[src/rtl/hazard_pkg.sv]
// Shared types and constants for the pipeline hazard controller.
package hazard_pkg;

  typedef enum logic {
    S_RUN,
    S_MEM_WAIT
  } state_t;

  localparam logic [1:0] FWD_RF  = 2'b00;
  localparam logic [1:0] FWD_WB  = 2'b01;
  localparam logic [1:0] FWD_MEM = 2'b10;

endpackage

[src/rtl/hazard_ctrl_if.sv]
// Pipeline-side view of the hazard controller: register ids, stage flags and stall/flush controls.
// The controller attaches via the slave modport; the pipeline (or a bench) uses master.
interface hazard_ctrl_if #(
    parameter int unsigned PERF_W = 32
);
    logic [4:0]        Rs1D, Rs2D, Rs1E, Rs2E, RdE, RdM, RdW;
    logic              LoadE, RegWriteM, RegWriteW, PCSrcE, MemReqM, MemReadyM;
    logic              StallF, StallD, StallE, StallM, FlushD, FlushE;
    logic [1:0]        ForwardAE, ForwardBE;
    logic              mem_err;
    logic [PERF_W-1:0] perf_lu_cnt, perf_flush_cnt, perf_wait_cnt;

    modport master (
        output Rs1D, Rs2D, Rs1E, Rs2E, RdE, RdM, RdW,
        output LoadE, RegWriteM, RegWriteW, PCSrcE, MemReqM, MemReadyM,
        input  StallF, StallD, StallE, StallM, FlushD, FlushE,
        input  ForwardAE, ForwardBE, mem_err,
        input  perf_lu_cnt, perf_flush_cnt, perf_wait_cnt
    );

    modport slave (
        input  Rs1D, Rs2D, Rs1E, Rs2E, RdE, RdM, RdW,
        input  LoadE, RegWriteM, RegWriteW, PCSrcE, MemReqM, MemReadyM,
        output StallF, StallD, StallE, StallM, FlushD, FlushE,
        output ForwardAE, ForwardBE, mem_err,
        output perf_lu_cnt, perf_flush_cnt, perf_wait_cnt
    );
endinterface

[src/rtl/hazard_fwd_sel.sv]
// Forward select for one EX operand; the Memory stage wins over Writeback.
module hazard_fwd_sel
    import hazard_pkg::*;
(
    input  logic [4:0] rs,
    input  logic [4:0] rd_m,
    input  logic       reg_write_m,
    input  logic [4:0] rd_w,
    input  logic       reg_write_w,
    output logic [1:0] fwd
);
    always_comb begin
        fwd = FWD_RF;
        if (reg_write_m && (rd_m != 5'd0) && (rd_m == rs)) begin
            fwd = FWD_MEM;
        end else if (reg_write_w && (rd_w != 5'd0) && (rd_w == rs)) begin
            fwd = FWD_WB;
        end
    end
endmodule

[src/rtl/hazard_ctrl.sv]
// Hazard controller: forwarding selects, load-use stall, branch flush, memory-wait freeze.
// Optional performance counters are built when HAZARD_PERF_EN is defined.
module hazard_ctrl
    import hazard_pkg::*;
#(
    parameter int unsigned MEM_TIMEOUT = 16,
    parameter int unsigned PERF_W      = 32  // must match the interface PERF_W
) (
    input logic          clk,
    input logic          rst,
    hazard_ctrl_if.slave hz
);
    localparam int unsigned CW = $clog2(MEM_TIMEOUT + 1);

    state_t        state_q, state_d;
    logic [CW-1:0] wait_cnt_q, wait_cnt_d;
    logic          mem_err_q, mem_err_d;
    logic          lu;
    logic [1:0]    fwd_a, fwd_b;

    hazard_fwd_sel u_fwd_a (
        .rs          (hz.Rs1E),
        .rd_m        (hz.RdM),
        .reg_write_m (hz.RegWriteM),
        .rd_w        (hz.RdW),
        .reg_write_w (hz.RegWriteW),
        .fwd         (fwd_a)
    );

    hazard_fwd_sel u_fwd_b (
        .rs          (hz.Rs2E),
        .rd_m        (hz.RdM),
        .reg_write_m (hz.RegWriteM),
        .rd_w        (hz.RdW),
        .reg_write_w (hz.RegWriteW),
        .fwd         (fwd_b)
    );

    assign hz.ForwardAE = rst ? FWD_RF : fwd_a;
    assign hz.ForwardBE = rst ? FWD_RF : fwd_b;
    assign hz.mem_err   = mem_err_q;

    assign lu = hz.LoadE && (hz.RdE != 5'd0) && ((hz.RdE == hz.Rs1D) || (hz.RdE == hz.Rs2D));

    always_ff @(posedge clk or posedge rst) begin
        if (rst) begin
            state_q    <= S_RUN;
            wait_cnt_q <= '0;
            mem_err_q  <= 1'b0;
        end else begin
            state_q    <= state_d;
            wait_cnt_q <= wait_cnt_d;
            mem_err_q  <= mem_err_d;
        end
    end

    always_comb begin
        state_d    = state_q;
        wait_cnt_d = wait_cnt_q;
        mem_err_d  = mem_err_q;
        hz.StallF  = 1'b0;
        hz.StallD  = 1'b0;
        hz.StallE  = 1'b0;
        hz.StallM  = 1'b0;
        hz.FlushD  = 1'b0;
        hz.FlushE  = 1'b0;
        case (state_q)
            S_RUN: begin
                hz.StallF = lu;
                hz.StallD = lu;
                hz.FlushD = hz.PCSrcE;
                hz.FlushE = lu | hz.PCSrcE;
                if (hz.MemReqM && !hz.MemReadyM) begin
                    state_d    = S_MEM_WAIT;
                    wait_cnt_d = CW'(1);
                end
            end
            S_MEM_WAIT: begin
                // Whole pipe frozen; lu and PCSrcE are re-evaluated once E moves again.
                hz.StallF = 1'b1;
                hz.StallD = 1'b1;
                hz.StallE = 1'b1;
                hz.StallM = 1'b1;
                if (hz.MemReadyM) begin
                    state_d = S_RUN;
                end else if (wait_cnt_q == CW'(MEM_TIMEOUT)) begin
                    mem_err_d = 1'b1;
                    state_d   = S_RUN;
                end else begin
                    wait_cnt_d = wait_cnt_q + 1'b1;
                end
            end
            default: state_d = S_RUN;
        endcase
        if (rst) begin
            hz.StallF = 1'b0;
            hz.StallD = 1'b0;
            hz.StallE = 1'b0;
            hz.StallM = 1'b0;
            hz.FlushD = 1'b1;
            hz.FlushE = 1'b1;
        end
    end

`ifdef HAZARD_PERF_EN
    logic [PERF_W-1:0] lu_cnt_q, flush_cnt_q, wait_perf_q;

    // Counters saturate at all-ones.
    always_ff @(posedge clk or posedge rst) begin
        if (rst) begin
            lu_cnt_q    <= '0;
            flush_cnt_q <= '0;
            wait_perf_q <= '0;
        end else begin
            if ((state_q == S_RUN) && lu && !(&lu_cnt_q)) begin
                lu_cnt_q <= lu_cnt_q + 1'b1;
            end
            if ((state_q == S_RUN) && hz.PCSrcE && !(&flush_cnt_q)) begin
                flush_cnt_q <= flush_cnt_q + 1'b1;
            end
            if ((state_q == S_MEM_WAIT) && !(&wait_perf_q)) begin
                wait_perf_q <= wait_perf_q + 1'b1;
            end
        end
    end

    assign hz.perf_lu_cnt    = lu_cnt_q;
    assign hz.perf_flush_cnt = flush_cnt_q;
    assign hz.perf_wait_cnt  = wait_perf_q;
`else
    assign hz.perf_lu_cnt    = '0;
    assign hz.perf_flush_cnt = '0;
    assign hz.perf_wait_cnt  = '0;
`endif

endmodule
[src/flat_wrapper.sv]
// flat-port wrapper written by rule: the top's interface ports become plain ports
module hazard_ctrl_flat import hazard_pkg::*;
#(
    parameter int unsigned MEM_TIMEOUT = 16,
    parameter int unsigned PERF_W      = 32                                    
)
  (clk, rst, hz_Rs1D, hz_Rs2D, hz_Rs1E, hz_Rs2E, hz_RdE, hz_RdM, hz_RdW, hz_LoadE, hz_RegWriteM, hz_RegWriteW, hz_PCSrcE, hz_MemReqM, hz_MemReadyM, hz_StallF, hz_StallD, hz_StallE, hz_StallM, hz_FlushD, hz_FlushE, hz_ForwardAE, hz_ForwardBE, hz_mem_err, hz_perf_lu_cnt, hz_perf_flush_cnt, hz_perf_wait_cnt);
  hazard_ctrl_if #(.PERF_W(PERF_W)) hz_i ();
  input logic clk;
  input logic rst;
  input wire logic [$bits(hz_i.Rs1D)-1:0] hz_Rs1D;
  input wire logic [$bits(hz_i.Rs2D)-1:0] hz_Rs2D;
  input wire logic [$bits(hz_i.Rs1E)-1:0] hz_Rs1E;
  input wire logic [$bits(hz_i.Rs2E)-1:0] hz_Rs2E;
  input wire logic [$bits(hz_i.RdE)-1:0] hz_RdE;
  input wire logic [$bits(hz_i.RdM)-1:0] hz_RdM;
  input wire logic [$bits(hz_i.RdW)-1:0] hz_RdW;
  input wire logic [$bits(hz_i.LoadE)-1:0] hz_LoadE;
  input wire logic [$bits(hz_i.RegWriteM)-1:0] hz_RegWriteM;
  input wire logic [$bits(hz_i.RegWriteW)-1:0] hz_RegWriteW;
  input wire logic [$bits(hz_i.PCSrcE)-1:0] hz_PCSrcE;
  input wire logic [$bits(hz_i.MemReqM)-1:0] hz_MemReqM;
  input wire logic [$bits(hz_i.MemReadyM)-1:0] hz_MemReadyM;
  output wire logic [$bits(hz_i.StallF)-1:0] hz_StallF;
  output wire logic [$bits(hz_i.StallD)-1:0] hz_StallD;
  output wire logic [$bits(hz_i.StallE)-1:0] hz_StallE;
  output wire logic [$bits(hz_i.StallM)-1:0] hz_StallM;
  output wire logic [$bits(hz_i.FlushD)-1:0] hz_FlushD;
  output wire logic [$bits(hz_i.FlushE)-1:0] hz_FlushE;
  output wire logic [$bits(hz_i.ForwardAE)-1:0] hz_ForwardAE;
  output wire logic [$bits(hz_i.ForwardBE)-1:0] hz_ForwardBE;
  output wire logic [$bits(hz_i.mem_err)-1:0] hz_mem_err;
  output wire logic [$bits(hz_i.perf_lu_cnt)-1:0] hz_perf_lu_cnt;
  output wire logic [$bits(hz_i.perf_flush_cnt)-1:0] hz_perf_flush_cnt;
  output wire logic [$bits(hz_i.perf_wait_cnt)-1:0] hz_perf_wait_cnt;
  assign hz_i.Rs1D = hz_Rs1D;
  assign hz_i.Rs2D = hz_Rs2D;
  assign hz_i.Rs1E = hz_Rs1E;
  assign hz_i.Rs2E = hz_Rs2E;
  assign hz_i.RdE = hz_RdE;
  assign hz_i.RdM = hz_RdM;
  assign hz_i.RdW = hz_RdW;
  assign hz_i.LoadE = hz_LoadE;
  assign hz_i.RegWriteM = hz_RegWriteM;
  assign hz_i.RegWriteW = hz_RegWriteW;
  assign hz_i.PCSrcE = hz_PCSrcE;
  assign hz_i.MemReqM = hz_MemReqM;
  assign hz_i.MemReadyM = hz_MemReadyM;
  assign hz_StallF = hz_i.StallF;
  assign hz_StallD = hz_i.StallD;
  assign hz_StallE = hz_i.StallE;
  assign hz_StallM = hz_i.StallM;
  assign hz_FlushD = hz_i.FlushD;
  assign hz_FlushE = hz_i.FlushE;
  assign hz_ForwardAE = hz_i.ForwardAE;
  assign hz_ForwardBE = hz_i.ForwardBE;
  assign hz_mem_err = hz_i.mem_err;
  assign hz_perf_lu_cnt = hz_i.perf_lu_cnt;
  assign hz_perf_flush_cnt = hz_i.perf_flush_cnt;
  assign hz_perf_wait_cnt = hz_i.perf_wait_cnt;
  hazard_ctrl #(.MEM_TIMEOUT(MEM_TIMEOUT), .PERF_W(PERF_W)) u_core (.clk(clk), .rst(rst), .hz(hz_i));
endmodule
[config.mk]
export PLATFORM = sky130hd
export DESIGN_NAME = hazard_ctrl_flat
export DESIGN_NICKNAME = d
export VERILOG_FILES = /design/src/rtl/hazard_pkg.sv /design/src/rtl/hazard_ctrl_if.sv /design/src/rtl/hazard_fwd_sel.sv /design/src/rtl/hazard_ctrl.sv /design/src/flat_wrapper.sv
export SDC_FILE = /design/constraint.sdc
export NUM_CORES = 1
export LEC_CHECK = 0
export ABC_AREA = 0
export CORE_MARGIN = 3
export CORE_UTILIZATION = 33
export CTS_CLUSTER_SIZE = 16
export DETAILED_ROUTE_END_ITERATION = 10
export PLACE_DENSITY = 0.88
export SETUP_SLACK_MARGIN = 0.02
export SLEW_MARGIN = 20
export SYNTH_ARGS = -nofsm -noshare
export SYNTH_HDL_FRONTEND = slang
export SYNTH_SLANG_ARGS = --single-unit
[constraint.sdc]
create_clock -name clk -period 3.5 [get_ports clk]
set_input_delay 0.525 -clock clk [delete_from_list [all_inputs] [get_ports clk]]
set_output_delay 0.525 -clock clk [all_outputs]
set_load 0.01 [all_outputs]
== Word-level counts from Yosys, hierarchy flattened ==
Cells that the tools add are included.

* Flip-flop bits (word level): 7

* Add/sub/neg operators: 1
* Equality and inequality tests: 10
* Muxes and demuxes: 22
* Bitwise logic cells: 3
* Reduce and logical (&&, ||, !) cells: 16

{| class="wikitable"
|+ Operators with widths
! cell !! count
|-
| 5-bit == test || 6
|-
| 5-bit 2-to-1 mux || 3
|-
| 5-bit nonzero test || 3
|-
| 1-bit 2-to-1 mux || 12
|-
| 5-bit one-hot mux with 2 select lines || 1
|-
| 1-bit logical AND || 9
|-
| 2-bit 2-to-1 mux || 4
|-
| 3-bit AND reduction || 2
|-
| 5-bit by 1-bit adder with 5-bit output (second input constant) || 1
|-
| 5-bit == test (second input constant) || 1
|-
| 2-bit inequality test (second input constant) || 2
|-
| 1-bit one-hot mux with 2 select lines || 2
|-
| 2-bit by 1-bit inequality test with 1-bit output (second input constant) || 1
|-
| 1-bit inverter || 2
|-
| 1-bit zero test || 1
|-
| 1-bit logical OR || 1
|-
| 1-bit OR || 1
|}

== Depth between registers and ports, before layout ==
Gate-level depths: netlist of run 1.

* Word-level depth: 6
* Depth in mapped cells: 6
* Gate-level depth less buffers: 6

== Cells and area by module ==
Synthesis of run 1 repeated with hierarchy kept, for this count alone.

* Cell total of the unflattened synthesis: 198
* Area, all modules: 1,576.5 sq um

{| class="wikitable"
|+ Modules (own cells, without submodules)
! module !! instances !! cells each !! area an instance (sq um) !! seq. area each (sq um)
|-
| hazard_ctrl || 1 || 158 || 1,273.7 || 175.2
|-
| hazard_fwd_sel || 2 || 20 || 151.4 || 0.0
|}

== Least setup slack after synthesis of run 1 ==
OpenSTA, ideal clock, no wires.

* Path type: input-to-output
* Start: input port hz_RdM[1]
* End: output port hz_ForwardAE[0]
* Data arrival time: 1.673 ns
* Path slack: 1.302 ns
* Stages: 4
* Cell sequence: or4_1 o21ai_2 nor3_1 nor4_2

* Longest elaborated chain between the ends: 5

{| class="wikitable"
|+ Ends and longest elaborated chain
! element !! line !! source
|-
| start: declaration || flat_wrapper.sv:16 || <nowiki>input wire logic [$bits(hz_i.RdM)-1:0] hz_RdM;</nowiki>
|-
| 5-bit nonzero test || hazard_fwd_sel.sv:14 || <nowiki>if (reg_write_m && (rd_m != 5'd0) && (rd_m == rs)) begin</nowiki>
|-
| 1-bit logical AND || hazard_fwd_sel.sv:14 ||
|-
| 1-bit logical AND * || hazard_fwd_sel.sv:14 ||
|-
| 2-bit 2-to-1 mux * || hazard_fwd_sel.sv:14 ||
|-
| 2-bit 2-to-1 mux * || hazard_ctrl.sv:39 || <nowiki>assign hz.ForwardAE = rst ? FWD_RF : fwd_a;</nowiki>
|-
| end: declaration || flat_wrapper.sv:30 || <nowiki>output wire logic [$bits(hz_i.ForwardAE)-1:0] hz_ForwardAE;</nowiki>
|}

Mark *: on every way between the ends. The rest lies on a longest branch, timed or not.

== Worst setup path in the final report of run 1 ==
* Start: input port hz_RdM[1]
* End: output port hz_ForwardBE[0]

* Longest elaborated chain between the ends: 5

{| class="wikitable"
|+ Ends and longest elaborated chain
! element !! line !! source
|-
| 5-bit nonzero test || hazard_fwd_sel.sv:14 ||
|-
| 1-bit logical AND || hazard_fwd_sel.sv:14 ||
|-
| 1-bit logical AND * || hazard_fwd_sel.sv:14 ||
|-
| 2-bit 2-to-1 mux * || hazard_fwd_sel.sv:14 ||
|-
| 2-bit 2-to-1 mux * || hazard_ctrl.sv:40 || <nowiki>assign hz.ForwardBE = rst ? FWD_RF : fwd_b;</nowiki>
|-
| end: declaration || flat_wrapper.sv:31 || <nowiki>output wire logic [$bits(hz_i.ForwardBE)-1:0] hz_ForwardBE;</nowiki>
|}

Marked as above.

==> qor.yml, run 1 <==
fin_area_um2: 1807
grtUsageTotal: 0.09570
top_usage_layer: "met2"
hpwl_mm: 2.799
antenna_cells: 0
drtAntennaViolNets: 0
die_w_um: 74.26
fin_tns_setup_ns: 0
first_pass_iters: 4
synth.top_cells.by_count: "buf_4 (98), xor2_1 (21), xnor2_1 (10)"
fin_crit_sh: 0.9281
max_freq_mhz: 307.9
grt_max_degree: 9
dpl_cell_area_um2: 1762
arrival_ns: 2.72
clk_pin_slew_ns: 0.04
worstMarginPinSlew_ns: 0.5821
wl_per_cell_um: 10.03
critPathCaptureType: "primary output"
dieHeight_um: 74.26
fin_skew_ns: 0.001778
synthCells: 193
routed_wirelength_mm: 3.009
yosysTopAreaCellShare: 0.4784
post_cts_buffers: 0
maxCapViolCount: 0
met3_usage: 0.01757
syn_avg_cell_area_um2: 7.967
vias: 1132
core-area_um2: 4414
io-pin-count: 150
ctsHtreeMaxLevel: 1
p_per_area_nw_per_um2: 229.5
core.rowCount: 24
setup_viol: 0
yosysTopAreaCell: "buf_4"
synth-edff-count: 0
antenna_found_initial: 0
ctsLongestPathBuffers: 2
grt_overflow: 0
route.detailed.drc: 0
path_class: "in2out"
nets: 294
met2_usage: 0.1880
start_util: 0.3484
port_buffers: 53
synth_area_leaders: "buf_4 (48%), xor2_1 (12%), dfrtp_1 (11%)"
grt_pass1_vias: 953
ys_types: 28
relSlewSlack: 0.6090
ys_ff_latch: 7
place_congestion: 0.8419
use_met1: 0.08745
fin_hold_ws_ns: 0.4539
hold_viol_final: 0
required_ns: 2.97
synth_warnings: 0
worst_hold_path_type: "reg2reg"
ys.flop_type: "dfrtp_1"
startpoint_type: "input pin"
ys_seq_area_frac: 0.1139
area_delta_synth_final_pct: 17.49
min_period_ns: 3.248
syn_area_um2: 1538
async_flop_share: 1.000
layout-drive-gt1-share: 0.02823
drt_iter0_drc: 28
leakage_nw: 0.8777
holdBufCountCts: 0
grt_setup_unrepaired: "no"
synth_most_common_cell: "buf_4"
status: "completed"
grt_pass1_wl_mm: 3.995
via_per_inst: 3.773
dieArea_um2: 5515
cts_resized: 0
cts.sinks: 7
cts_made_buffers: 3
cp_max_fo: 4
ir_drop_mv: 0.08694
clock_latency_ns: 0.23
tritoncts: "done"
slew_violations: 0
cts_root_buf: "clkbuf_8"
flip-flops by register name (all words and copies together) (netlist names):
signal             flops
u_core.hz.mem_err      1
u_core.state_q         1
u_core.wait_cnt_q      5
final timing paths:
check	slack (ns)	start	cells after the start	end
max	0.25	hz_RdM[1]	6	hz_ForwardBE[0]
min	0.45	u_core.hz.mem_err	1	u_core.hz.mem_err
max reg2reg	1.72	u_core.wait_cnt_q[0]	6	u_core.wait_cnt_q[4]
min reg2reg	0.45	u_core.hz.mem_err	1	u_core.hz.mem_err
max in group asynchronous	2.58	rst	3	u_core.wait_cnt_q[2]
min in group asynchronous	0.79	rst	3	u_core.hz.mem_err
logic make-up after synthesis:
kind of cell	Yosys count	synth area share
adder cells (fa/ha/maj)	2	0.01627
other	1	0.002439
buffers and inverters	105	0.4955
XOR/XNOR	31	0.1766
AND/OR/NAND/NOR	32	0.1269
flip-flops	7	0.1139
AO/OA/AOI/OAI	14	0.06184
multiplexers	1	0.006510
placed cells by master, fill, tap and decap left out, types with 5 or more instances in the layout:
cell type,instances
conb_1,96
clkdlybuf4s50_1,53
xor2_1,21
xnor2_1,10
inv_1,7
dfrtp_1,7
nor3_1,5
nor2_1,5
or4_1,5
critical path, stage by stage:
cell and delay, ns:
clkdlybuf4s50_1 0.46, or4_1 0.55, o21ai_2 0.22, nor3_1 0.11
nor4_2 0.28, clkdlybuf4s50_1 0.58
power by group:
part | switching, mW | total (mW) | internal [mW]
Combinational | 0.111 | 0.200 | 0.0892
Clock | 0.0360 | 0.115 | 0.0789
Sequential | 0.00870 | 0.0995 | 0.0907
Total | 0.156 | 0.415 | 0.259
area by class of cell:
cell class                      instances  area (um^2)
Clock buffer                            4        45.04
Fill cell                             450         2608
Inverter                                7        26.28
Multi-Input combinational cell        176        957.2
Sequential cell                         7        175.2
Tap cell                               52        65.06
Timing Repair Buffer                   54        538.0
routing by layer:
metal  part of all wire  vias up
met4              0.021        0
met5                  0        -
met3               0.13        4
met2               0.55       83
met1               0.30      496
li1                   -      549
stage by stage:
step	power, mW	cells	util	setup slack [ns]
floorplan	0.2948	288	-	1.302
global placement	0.2949	296	0.3991	0.2891
detailed placement	0.2987	296	0.3991	0.2450
CTS	0.4154	300	0.4093	0.2450
global route	0.4464	300	0.4093	0.1233
finish	0.4146	300	0.4093	0.2517
No activity file was read; power rests on OpenSTA's default activity.
==> run 2: changes to the inputs <==
Settings changed: SLEW_MARGIN 20 to unset.
==> results of run 2 <==
No change in the layout: final DEF, timing and power equal those of run 1.
